==> config.mk <==
export PLATFORM = sky130hd
export DESIGN_NAME = simd_adder_pipe_flat
export DESIGN_NICKNAME = d
export VERILOG_FILES = /design/src/rtl/simd_adder_pipe_if.sv /design/src/rtl/simd_adder_pipe.sv /design/src/flat_wrapper.sv
export SDC_FILE = /design/constraint.sdc
export NUM_CORES = 1
export LEC_CHECK = 0
export ABC_AREA = 0
export CAP_MARGIN = 10
export CORE_ASPECT_RATIO = 0.5
export CORE_MARGIN = 2
export CORE_UTILIZATION = 49
export CTS_CLUSTER_DIAMETER = 200
export DETAILED_ROUTE_END_ITERATION = 16
export PLACE_DENSITY = 0.81
export SLEW_MARGIN = 5
export SYNTH_ARGS = -nofsm -noshare
export SYNTH_HDL_FRONTEND = slang
export SYNTH_SLANG_ARGS = --single-unit
==> constraint.sdc <==
create_clock -name clk -period 14.7 [get_ports clk]
set_input_delay 4.41 -clock clk [delete_from_list [all_inputs] [get_ports clk]]
set_output_delay 4.41 -clock clk [all_outputs]
set_load 0.01 [all_outputs]
==> src/rtl/simd_adder_pipe_if.sv <==
// Handshake and operand bundle for simd_adder_pipe: producer beat in, result beat out.
interface simd_adder_pipe_if #(
    parameter int MIN_WIDTH = 8,
    parameter int MAX_WIDTH = 64,
    parameter int SEW_WIDTH = $clog2(MAX_WIDTH / MIN_WIDTH) + 1,
    parameter int TAG_WIDTH = 4
);
    localparam int RATIO = MAX_WIDTH / MIN_WIDTH;

    logic                 valid_i;
    logic                 ready_o;
    logic                 sub_i;
    logic                 rev_i;
    logic                 carry_i;
    logic                 sat_i;
    logic                 signed_i;
    logic [SEW_WIDTH-1:0] sew_i;
    logic [RATIO-1:0]     mask_i;
    logic [MAX_WIDTH-1:0] opA_i;
    logic [MAX_WIDTH-1:0] opB_i;
    logic [TAG_WIDTH-1:0] tag_i;
    logic                 valid_o;
    logic                 ready_i;
    logic [MAX_WIDTH-1:0] result_o;
    logic [RATIO-1:0]     carry_o;
    logic [RATIO-1:0]     ovf_o;
    logic [TAG_WIDTH-1:0] tag_o;
    logic                 vxsat_o;
    logic                 clr_vxsat_i;

    modport master (
        output valid_i, sub_i, rev_i, carry_i, sat_i, signed_i, sew_i, mask_i,
               opA_i, opB_i, tag_i, ready_i, clr_vxsat_i,
        input  ready_o, valid_o, result_o, carry_o, ovf_o, tag_o, vxsat_o
    );

    modport slave (
        input  valid_i, sub_i, rev_i, carry_i, sat_i, signed_i, sew_i, mask_i,
               opA_i, opB_i, tag_i, ready_i, clr_vxsat_i,
        output ready_o, valid_o, result_o, carry_o, ovf_o, tag_o, vxsat_o
    );
endinterface

==> src/rtl/simd_adder_pipe.sv <==
// Packed SIMD adder/subtractor with per-element carry-in, saturation and a 1- or 2-stage
// pipeline; element width is chosen per beat, carries never cross element boundaries.
module simd_adder_pipe #(
    parameter int MIN_WIDTH = 8,
    parameter int MAX_WIDTH = 64,
    parameter int SEW_WIDTH = $clog2(MAX_WIDTH / MIN_WIDTH) + 1,
    parameter int STAGES    = 2,
    parameter int TAG_WIDTH = 4
) (
    input  logic              clk,
    input  logic              rst,
    simd_adder_pipe_if.slave  bus
);
    localparam int RATIO     = MAX_WIDTH / MIN_WIDTH;
    localparam int LOG_RATIO = $clog2(RATIO);
    localparam int IDXW      = (RATIO > 1) ? LOG_RATIO : 1;

    // Returns (chunks per element - 1); the highest set sew bit selects MAX_WIDTH >> i.
    function automatic logic [IDXW-1:0] sew_to_mask(input logic [SEW_WIDTH-1:0] sew);
        logic [IDXW-1:0] m;
        m = IDXW'(RATIO - 1);
        for (int i = 0; i < SEW_WIDTH; i++) begin
            m = (sew[i] && (i <= LOG_RATIO)) ? IDXW'((RATIO >> i) - 1) : m;
        end
        return m;
    endfunction

    logic                 advance_s;
    logic                 use_mask_s;
    logic [MAX_WIDTH-1:0] s1_a_d;
    logic [MAX_WIDTH-1:0] s1_b_d;
    logic [RATIO-1:0]     s1_cin_d;
    logic [IDXW-1:0]      s1_mask_d;

    logic                 op_valid_s;
    logic [MAX_WIDTH-1:0] op_a_s;
    logic [MAX_WIDTH-1:0] op_b_s;
    logic [RATIO-1:0]     op_cin_s;
    logic [IDXW-1:0]      op_mask_s;
    logic                 op_sub_s;
    logic                 op_sat_s;
    logic                 op_sgn_s;
    logic [TAG_WIDTH-1:0] op_tag_s;

    logic [MAX_WIDTH-1:0] raw_s;
    logic [MAX_WIDTH-1:0] result_d;
    logic [RATIO-1:0]     carry_d;
    logic [RATIO-1:0]     ovf_d;
    logic [RATIO-1:0]     sign_a_s;
    logic [MIN_WIDTH:0]   sum_s;
    logic [MIN_WIDTH-1:0] a_ch_s;
    logic [MIN_WIDTH-1:0] b_ch_s;
    logic [MIN_WIDTH-1:0] sat_ch_s;
    logic [IDXW-1:0]      top_s;
    logic                 chain_s;
    logic                 cin_s;
    logic                 vxsat_d;

    logic                 valid_q;
    logic [MAX_WIDTH-1:0] result_q;
    logic [RATIO-1:0]     carry_q;
    logic [RATIO-1:0]     ovf_q;
    logic [TAG_WIDTH-1:0] tag_q;
    logic                 vxsat_q;

    // The whole pipe moves as one whenever the output slot is empty or being drained.
    assign advance_s  = ~valid_q | bus.ready_i;
    assign use_mask_s = bus.carry_i & ~bus.sat_i;

    // Operand prep: swap, invert for subtract, place carry-in at each element's low chunk.
    always_comb begin
        s1_a_d    = bus.rev_i ? bus.opB_i : bus.opA_i;
        s1_b_d    = (bus.rev_i ? bus.opA_i : bus.opB_i) ^ {MAX_WIDTH{bus.sub_i}};
        s1_mask_d = sew_to_mask(bus.sew_i);
        s1_cin_d  = '0;
        for (int c = 0; c < RATIO; c++) begin
            s1_cin_d[c] = ((IDXW'(c) & s1_mask_d) == '0) ?
                          (use_mask_s ? bus.mask_i[c] : bus.sub_i) : 1'b0;
        end
    end

    generate
        if (STAGES == 2) begin : g_two_stage
            logic                 s1_valid_q;
            logic [MAX_WIDTH-1:0] s1_a_q;
            logic [MAX_WIDTH-1:0] s1_b_q;
            logic [RATIO-1:0]     s1_cin_q;
            logic [IDXW-1:0]      s1_mask_q;
            logic                 s1_sub_q;
            logic                 s1_sat_q;
            logic                 s1_sgn_q;
            logic [TAG_WIDTH-1:0] s1_tag_q;

            // Prepared-operand register; a bubble enters as valid=0.
            always_ff @(posedge clk or posedge rst) begin
                if (rst) begin
                    s1_valid_q <= 1'b0;
                    s1_a_q     <= '0;
                    s1_b_q     <= '0;
                    s1_cin_q   <= '0;
                    s1_mask_q  <= '0;
                    s1_sub_q   <= 1'b0;
                    s1_sat_q   <= 1'b0;
                    s1_sgn_q   <= 1'b0;
                    s1_tag_q   <= '0;
                end else if (advance_s) begin
                    s1_valid_q <= bus.valid_i;
                    s1_a_q     <= s1_a_d;
                    s1_b_q     <= s1_b_d;
                    s1_cin_q   <= s1_cin_d;
                    s1_mask_q  <= s1_mask_d;
                    s1_sub_q   <= bus.sub_i;
                    s1_sat_q   <= bus.sat_i;
                    s1_sgn_q   <= bus.signed_i;
                    s1_tag_q   <= bus.tag_i;
                end
            end

            assign op_valid_s = s1_valid_q;
            assign op_a_s     = s1_a_q;
            assign op_b_s     = s1_b_q;
            assign op_cin_s   = s1_cin_q;
            assign op_mask_s  = s1_mask_q;
            assign op_sub_s   = s1_sub_q;
            assign op_sat_s   = s1_sat_q;
            assign op_sgn_s   = s1_sgn_q;
            assign op_tag_s   = s1_tag_q;
        end else begin : g_one_stage
            assign op_valid_s = bus.valid_i;
            assign op_a_s     = s1_a_d;
            assign op_b_s     = s1_b_d;
            assign op_cin_s   = s1_cin_d;
            assign op_mask_s  = s1_mask_d;
            assign op_sub_s   = bus.sub_i;
            assign op_sat_s   = bus.sat_i;
            assign op_sgn_s   = bus.signed_i;
            assign op_tag_s   = bus.tag_i;
        end
    endgenerate

    // Segmented chunk adder; the carry chain restarts at every element's low chunk.
    always_comb begin
        raw_s    = '0;
        result_d = '0;
        carry_d  = '0;
        ovf_d    = '0;
        sign_a_s = '0;
        sum_s    = '0;
        a_ch_s   = '0;
        b_ch_s   = '0;
        sat_ch_s = '0;
        top_s    = '0;
        chain_s  = 1'b0;
        cin_s    = 1'b0;
        for (int c = 0; c < RATIO; c++) begin
            a_ch_s = op_a_s[c*MIN_WIDTH +: MIN_WIDTH];
            b_ch_s = op_b_s[c*MIN_WIDTH +: MIN_WIDTH];
            cin_s  = ((IDXW'(c) & op_mask_s) == '0) ? op_cin_s[c] : chain_s;
            sum_s  = {1'b0, a_ch_s} + {1'b0, b_ch_s} + {{MIN_WIDTH{1'b0}}, cin_s};
            raw_s[c*MIN_WIDTH +: MIN_WIDTH] = sum_s[MIN_WIDTH-1:0];
            chain_s = sum_s[MIN_WIDTH];
            if ((IDXW'(c) & op_mask_s) == op_mask_s) begin
                carry_d[c]  = sum_s[MIN_WIDTH];
                sign_a_s[c] = a_ch_s[MIN_WIDTH-1];
                ovf_d[c]    = op_sat_s & (op_sgn_s ?
                              ((a_ch_s[MIN_WIDTH-1] == b_ch_s[MIN_WIDTH-1]) &&
                               (sum_s[MIN_WIDTH-1] != a_ch_s[MIN_WIDTH-1])) :
                              (sum_s[MIN_WIDTH] ^ op_sub_s));
            end else begin
                carry_d[c]  = 1'b0;
                sign_a_s[c] = 1'b0;
                ovf_d[c]    = 1'b0;
            end
        end
        // Each chunk takes its element's verdict from the element's top chunk.
        for (int c = 0; c < RATIO; c++) begin
            top_s    = IDXW'(c) | op_mask_s;
            sat_ch_s = op_sgn_s ?
                       ((IDXW'(c) == top_s) ?
                        {sign_a_s[top_s], {(MIN_WIDTH-1){~sign_a_s[top_s]}}} :
                        {MIN_WIDTH{~sign_a_s[top_s]}}) :
                       {MIN_WIDTH{~op_sub_s}};
            result_d[c*MIN_WIDTH +: MIN_WIDTH] = ovf_d[top_s] ? sat_ch_s :
                                                 raw_s[c*MIN_WIDTH +: MIN_WIDTH];
        end
    end

    // Sticky saturation flag; clear beats a coincident set.
    always_comb begin
        if (bus.clr_vxsat_i) begin
            vxsat_d = 1'b0;
        end else if (valid_q && bus.ready_i && (|ovf_q)) begin
            vxsat_d = 1'b1;
        end else begin
            vxsat_d = vxsat_q;
        end
    end

    // Output register; holds while the consumer stalls.
    always_ff @(posedge clk or posedge rst) begin
        if (rst) begin
            valid_q  <= 1'b0;
            result_q <= '0;
            carry_q  <= '0;
            ovf_q    <= '0;
            tag_q    <= '0;
        end else if (advance_s) begin
            valid_q  <= op_valid_s;
            result_q <= result_d;
            carry_q  <= carry_d;
            ovf_q    <= ovf_d;
            tag_q    <= op_tag_s;
        end
    end

    // Saturation status register.
    always_ff @(posedge clk or posedge rst) begin
        if (rst) begin
            vxsat_q <= 1'b0;
        end else begin
            vxsat_q <= vxsat_d;
        end
    end

    assign bus.ready_o  = advance_s;
    assign bus.valid_o  = valid_q;
    assign bus.result_o = result_q;
    assign bus.carry_o  = carry_q;
    assign bus.ovf_o    = ovf_q;
    assign bus.tag_o    = tag_q;
    assign bus.vxsat_o  = vxsat_q;
endmodule

==> src/flat_wrapper.sv <==
// flat-port wrapper written by rule: the top's interface ports become plain ports
module simd_adder_pipe_flat 
#(
    parameter int MIN_WIDTH = 8,
    parameter int MAX_WIDTH = 64,
    parameter int SEW_WIDTH = $clog2(MAX_WIDTH / MIN_WIDTH) + 1,
    parameter int STAGES    = 2,
    parameter int TAG_WIDTH = 4
)
  (clk, rst, bus_valid_i, bus_sub_i, bus_rev_i, bus_carry_i, bus_sat_i, bus_signed_i, bus_sew_i, bus_mask_i, bus_opA_i, bus_opB_i, bus_tag_i, bus_ready_i, bus_clr_vxsat_i, bus_ready_o, bus_valid_o, bus_result_o, bus_carry_o, bus_ovf_o, bus_tag_o, bus_vxsat_o);
  simd_adder_pipe_if #(.MIN_WIDTH(MIN_WIDTH), .MAX_WIDTH(MAX_WIDTH), .SEW_WIDTH(SEW_WIDTH), .TAG_WIDTH(TAG_WIDTH)) bus_i ();
  input  logic clk;
  input  logic rst;
  input wire logic [$bits(bus_i.valid_i)-1:0] bus_valid_i;
  input wire logic [$bits(bus_i.sub_i)-1:0] bus_sub_i;
  input wire logic [$bits(bus_i.rev_i)-1:0] bus_rev_i;
  input wire logic [$bits(bus_i.carry_i)-1:0] bus_carry_i;
  input wire logic [$bits(bus_i.sat_i)-1:0] bus_sat_i;
  input wire logic [$bits(bus_i.signed_i)-1:0] bus_signed_i;
  input wire logic [$bits(bus_i.sew_i)-1:0] bus_sew_i;
  input wire logic [$bits(bus_i.mask_i)-1:0] bus_mask_i;
  input wire logic [$bits(bus_i.opA_i)-1:0] bus_opA_i;
  input wire logic [$bits(bus_i.opB_i)-1:0] bus_opB_i;
  input wire logic [$bits(bus_i.tag_i)-1:0] bus_tag_i;
  input wire logic [$bits(bus_i.ready_i)-1:0] bus_ready_i;
  input wire logic [$bits(bus_i.clr_vxsat_i)-1:0] bus_clr_vxsat_i;
  output wire logic [$bits(bus_i.ready_o)-1:0] bus_ready_o;
  output wire logic [$bits(bus_i.valid_o)-1:0] bus_valid_o;
  output wire logic [$bits(bus_i.result_o)-1:0] bus_result_o;
  output wire logic [$bits(bus_i.carry_o)-1:0] bus_carry_o;
  output wire logic [$bits(bus_i.ovf_o)-1:0] bus_ovf_o;
  output wire logic [$bits(bus_i.tag_o)-1:0] bus_tag_o;
  output wire logic [$bits(bus_i.vxsat_o)-1:0] bus_vxsat_o;
  assign bus_i.valid_i = bus_valid_i;
  assign bus_i.sub_i = bus_sub_i;
  assign bus_i.rev_i = bus_rev_i;
  assign bus_i.carry_i = bus_carry_i;
  assign bus_i.sat_i = bus_sat_i;
  assign bus_i.signed_i = bus_signed_i;
  assign bus_i.sew_i = bus_sew_i;
  assign bus_i.mask_i = bus_mask_i;
  assign bus_i.opA_i = bus_opA_i;
  assign bus_i.opB_i = bus_opB_i;
  assign bus_i.tag_i = bus_tag_i;
  assign bus_i.ready_i = bus_ready_i;
  assign bus_i.clr_vxsat_i = bus_clr_vxsat_i;
  assign bus_ready_o = bus_i.ready_o;
  assign bus_valid_o = bus_i.valid_o;
  assign bus_result_o = bus_i.result_o;
  assign bus_carry_o = bus_i.carry_o;
  assign bus_ovf_o = bus_i.ovf_o;
  assign bus_tag_o = bus_i.tag_o;
  assign bus_vxsat_o = bus_i.vxsat_o;
  simd_adder_pipe #(.MIN_WIDTH(MIN_WIDTH), .MAX_WIDTH(MAX_WIDTH), .SEW_WIDTH(SEW_WIDTH), .STAGES(STAGES), .TAG_WIDTH(TAG_WIDTH)) u_core (.clk(clk), .rst(rst), .bus(bus_i));
endmodule
==> out/metrics.yaml <==
status:
  status: "finished, final reports clean"
global_route:
  grt_max_degree: 232
  antenna_found_initial: 1
  grt_pass1_vias: 11846
  overflow: 0
  grt_first_pass_wirelength_mm: 61.2
  grtUsageTotal: 0.247
worst_hold_path:
  hp-class: "reg2reg"
finish:
  syn2layout_area_growth_pct: 26.5
  fin_area_um2: 18000
  layout.nets: 1976
  layout-drive-gt1-share: 0.0725
  nFillCells: 2333
  regArea_um2: 5830
  multi_input_area_um2: 8040
  finalNonFillerCells: 2158
detailed_routing:
  drt_iter0_drc: 1044
  viasPerCell: 5.66
  wl_per_cell_um: 17.5
  drtAntennaViolNets: 0
  num_vias: 12222
  drc_errors: 0
  drt_wl_total_mm: 37.7
  drt_pass1_iterations: 6
power:
  peakVddDrop_v: 0.0000658
  p_leak_nw: 7.85
  cellPowerDensity_nw_per_um2: 153
clocking:
  cts_buffers: 23
  clock-sinks: 233
  clk_path_buf_depth: 3
  htreeDepth: 1
  clk_pin_slew_worst_paths_ps: 60
  cts_tree: "done"
  worstSkewPairLatency_ps: 530
  cts-root-buf: "clkbuf_16"
timing:
  worst_slew_pin_slew_ps: 1070
  min_period_ps: 14030
  setup_viol: 0
  hold_violations: 0
  layout_setup_ws_ps: 668
  maxSlewHeadroom: 0.285
  fin_worst_skew_ps: 16.2
  maxSlewViolCount: 0
  fin_setup_tns_ps: 0
  fmax_mhz: 71.3
  fin_crit_sh: 0.955
synth:
  syn_area_per_cell_um2: 9.28
  synth.area.mux_share: 0.0996
  synth_top_family_by_area: "compound AO/OA/AOI/OAI gates"
  netlist_area_um2: 14200
  synthFlopType: "dfrtp_1"
  synthCells: 1533
  ys_seq_area_frac: 0.410
  synth_edf_count: 0
  syn-num-nets: 1759
  async_flop_share: 1.00
  ys_types: 71
  yosys.area_share.adder: 0.0718
  synth_xor_xnor_area_share: 0.0671
  synthSimpleGateAreaFrac: 0.123
  yosys_warnings: 0
  synth_compound_area_frac: 0.196
  synth-seq-cells: 233
worst_setup_path:
  endpoint_kind: "flop"
  required_ps: 15110
  worst-path-buf-inv: 4
  arrival_ps: 14440
  start_kind: "flop"
  crit_type: "reg2reg"
  crit_top_cell: "fa_1"
  cpMaxStageDelayCell: "or4b_1"
  cp_slowest_stage_delay_ps: 490
  crit_family: "adder cells"
  crit_fanout: 8
placement:
  dp_cells: 2115
  place.gp.congestion: 0.933
  dpl_cell_area_um2: 17100
  pre_cts_slack_ps: -311
  io_buffer_count: 239
  hpwlAfterDp_mm: 27.0
floorplanning:
  io_pins: 241
  dieWidth_um: 245
  rows: 44
  start_util: 0.494
  core_area_um2: 28800
  die-area_um2: 30500
  die_y_um: 124
flow_run:
  maxCapViolCount: 0
-- synth_stat cells (18+ instances only) --
| master | n | area share |
|---|---|---|
| nor2_1 | 84 | 0.022 |
| inv_1 | 27 | 0.0071 |
| xor2_1 | 84 | 0.052 |
| a211oi_1 | 21 | 0.011 |
| o211ai_1 | 18 | 0.0095 |
| a21oi_1 | 71 | 0.025 |
| ha_1 | 56 | 0.049 |
| o21ai_0 | 201 | 0.071 |
| nand3_1 | 23 | 0.0081 |
| dfrtp_1 | 233 | 0.41 |
| mux2i_1 | 137 | 0.096 |
| xnor2_1 | 25 | 0.015 |
| nand2_1 | 241 | 0.064 |
| clkbuf_1 | 59 | 0.016 |
| buf_1 | 21 | 0.0055 |
-- logic make-up after synthesis --
kind of cell | after synthesis
and+or+nand+nor | 411
adders and majority gates | 72
muxes | 140
DFF | 233
AOI/OAI and AO/OA | 449
buffers and inverters | 119
xor gates and xnor gates | 109
-- per-layer routing --
metal | GRT usage | vias to the layer above | part of all wire
li1 | - | 5882 | -
met1 | 0.336 | 5861 | 0.43
met2 | 0.393 | 364 | 0.47
met3 | 0.0459 | 115 | 0.060
met4 | 0.0961 | 0 | 0.042
met5 | 0 | - | 0
-- cell type report --
cell class | count | area share
Antenna cell | 1 | 0.000139
Tap cell | 391 | 0.0272
Timing Repair Buffer | 282 | 0.152
Inverter | 29 | 0.00654
Clock buffer | 31 | 0.0364
Clock inverter | 10 | 0.00744
Sequential cell | 233 | 0.324
Multi-Input combinational cell | 1181 | 0.447
-- state kept, by name (all words and copies together) (netlist names), 3 cells and up --
register                      cells
u_core.g_two_stage.s1_mask_q      3
u_core.bus.ovf_o                  8
u_core.bus.carry_o                8
u_core.bus.result_o              64
u_core.g_two_stage.s1_b_q        64
u_core.g_two_stage.s1_a_q        64
u_core.bus.tag_o                  4
u_core.g_two_stage.s1_tag_q       4
u_core.g_two_stage.s1_cin_q       8
-- through the flow --
step	utilization	hold WS [ps]	power (mW)
global placement	0.594	440	2.07
detailed placement	0.594	447	2.11
global route	0.625	494	2.92
finish	0.625	464	2.75
floorplan	-	430	1.61
CTS	0.622	462	2.74
-- layout by cell type, fill, tap and decap left out, types with 6 or more instances in the layout --
cell             instances
or3_1                    7
a31oi_1                 15
nand2_1                240
a21oi_2                  7
o21a_1                  16
fa_1                     9
o211ai_1                18
o21bai_1                 6
a221o_1                 11
o311ai_0                 9
buf_4                   42
a211oi_1                18
o31ai_1                 10
clkbuf_16               23
a21o_1                  16
dfrtp_1                233
nor2b_1                  8
clkdlybuf4s50_1        237
ha_1                    56
nand3_1                 23
inv_1                   25
xnor2_1                 25
mux2i_1                137
nor2_1                  84
o21ai_0                199
nor3_1                   9
a21oi_1                 67
fa_2                     7
xor2_1                  84
o21ai_1                  6
nand2b_1                12
-- report_power, final --
group          internal (mW)  leakage [nW]  switching (mW)  total, mW
Combinational          0.586          4.66           0.606       1.19
Sequential             0.811          2.80           0.125      0.936
Clock                  0.366         0.386           0.261      0.628
Total                   1.76          7.85           0.992       2.75
-- timing repair --
item,4_1_cts,5_1_grt
pin swaps,2,12
hold buffers,0,0
endpoints found under the setup margin,63,65
hold endpoints to repair,0,0
gates resized for setup,7,20
setup buffers,0,1
-- path summary, 6_finish.rpt --
path	from	end	slack, ps	cells past startpoint
max	u_core.g_two_stage.s1_cin_q[0]	u_core.bus.result_o[18]	670	59
min	u_core.g_two_stage.s1_valid_q	u_core.bus.valid_o	460	1
max reg2reg	u_core.g_two_stage.s1_cin_q[0]	u_core.bus.result_o[18]	670	59
min reg2reg	u_core.g_two_stage.s1_valid_q	u_core.bus.valid_o	460	1
max in group asynchronous	rst	u_core.g_two_stage.s1_a_q[24]	8300	4
min in group asynchronous	rst	u_core.g_two_stage.s1_tag_q[2]	4460	2
No activity file was read; power rests on OpenSTA's default activity.
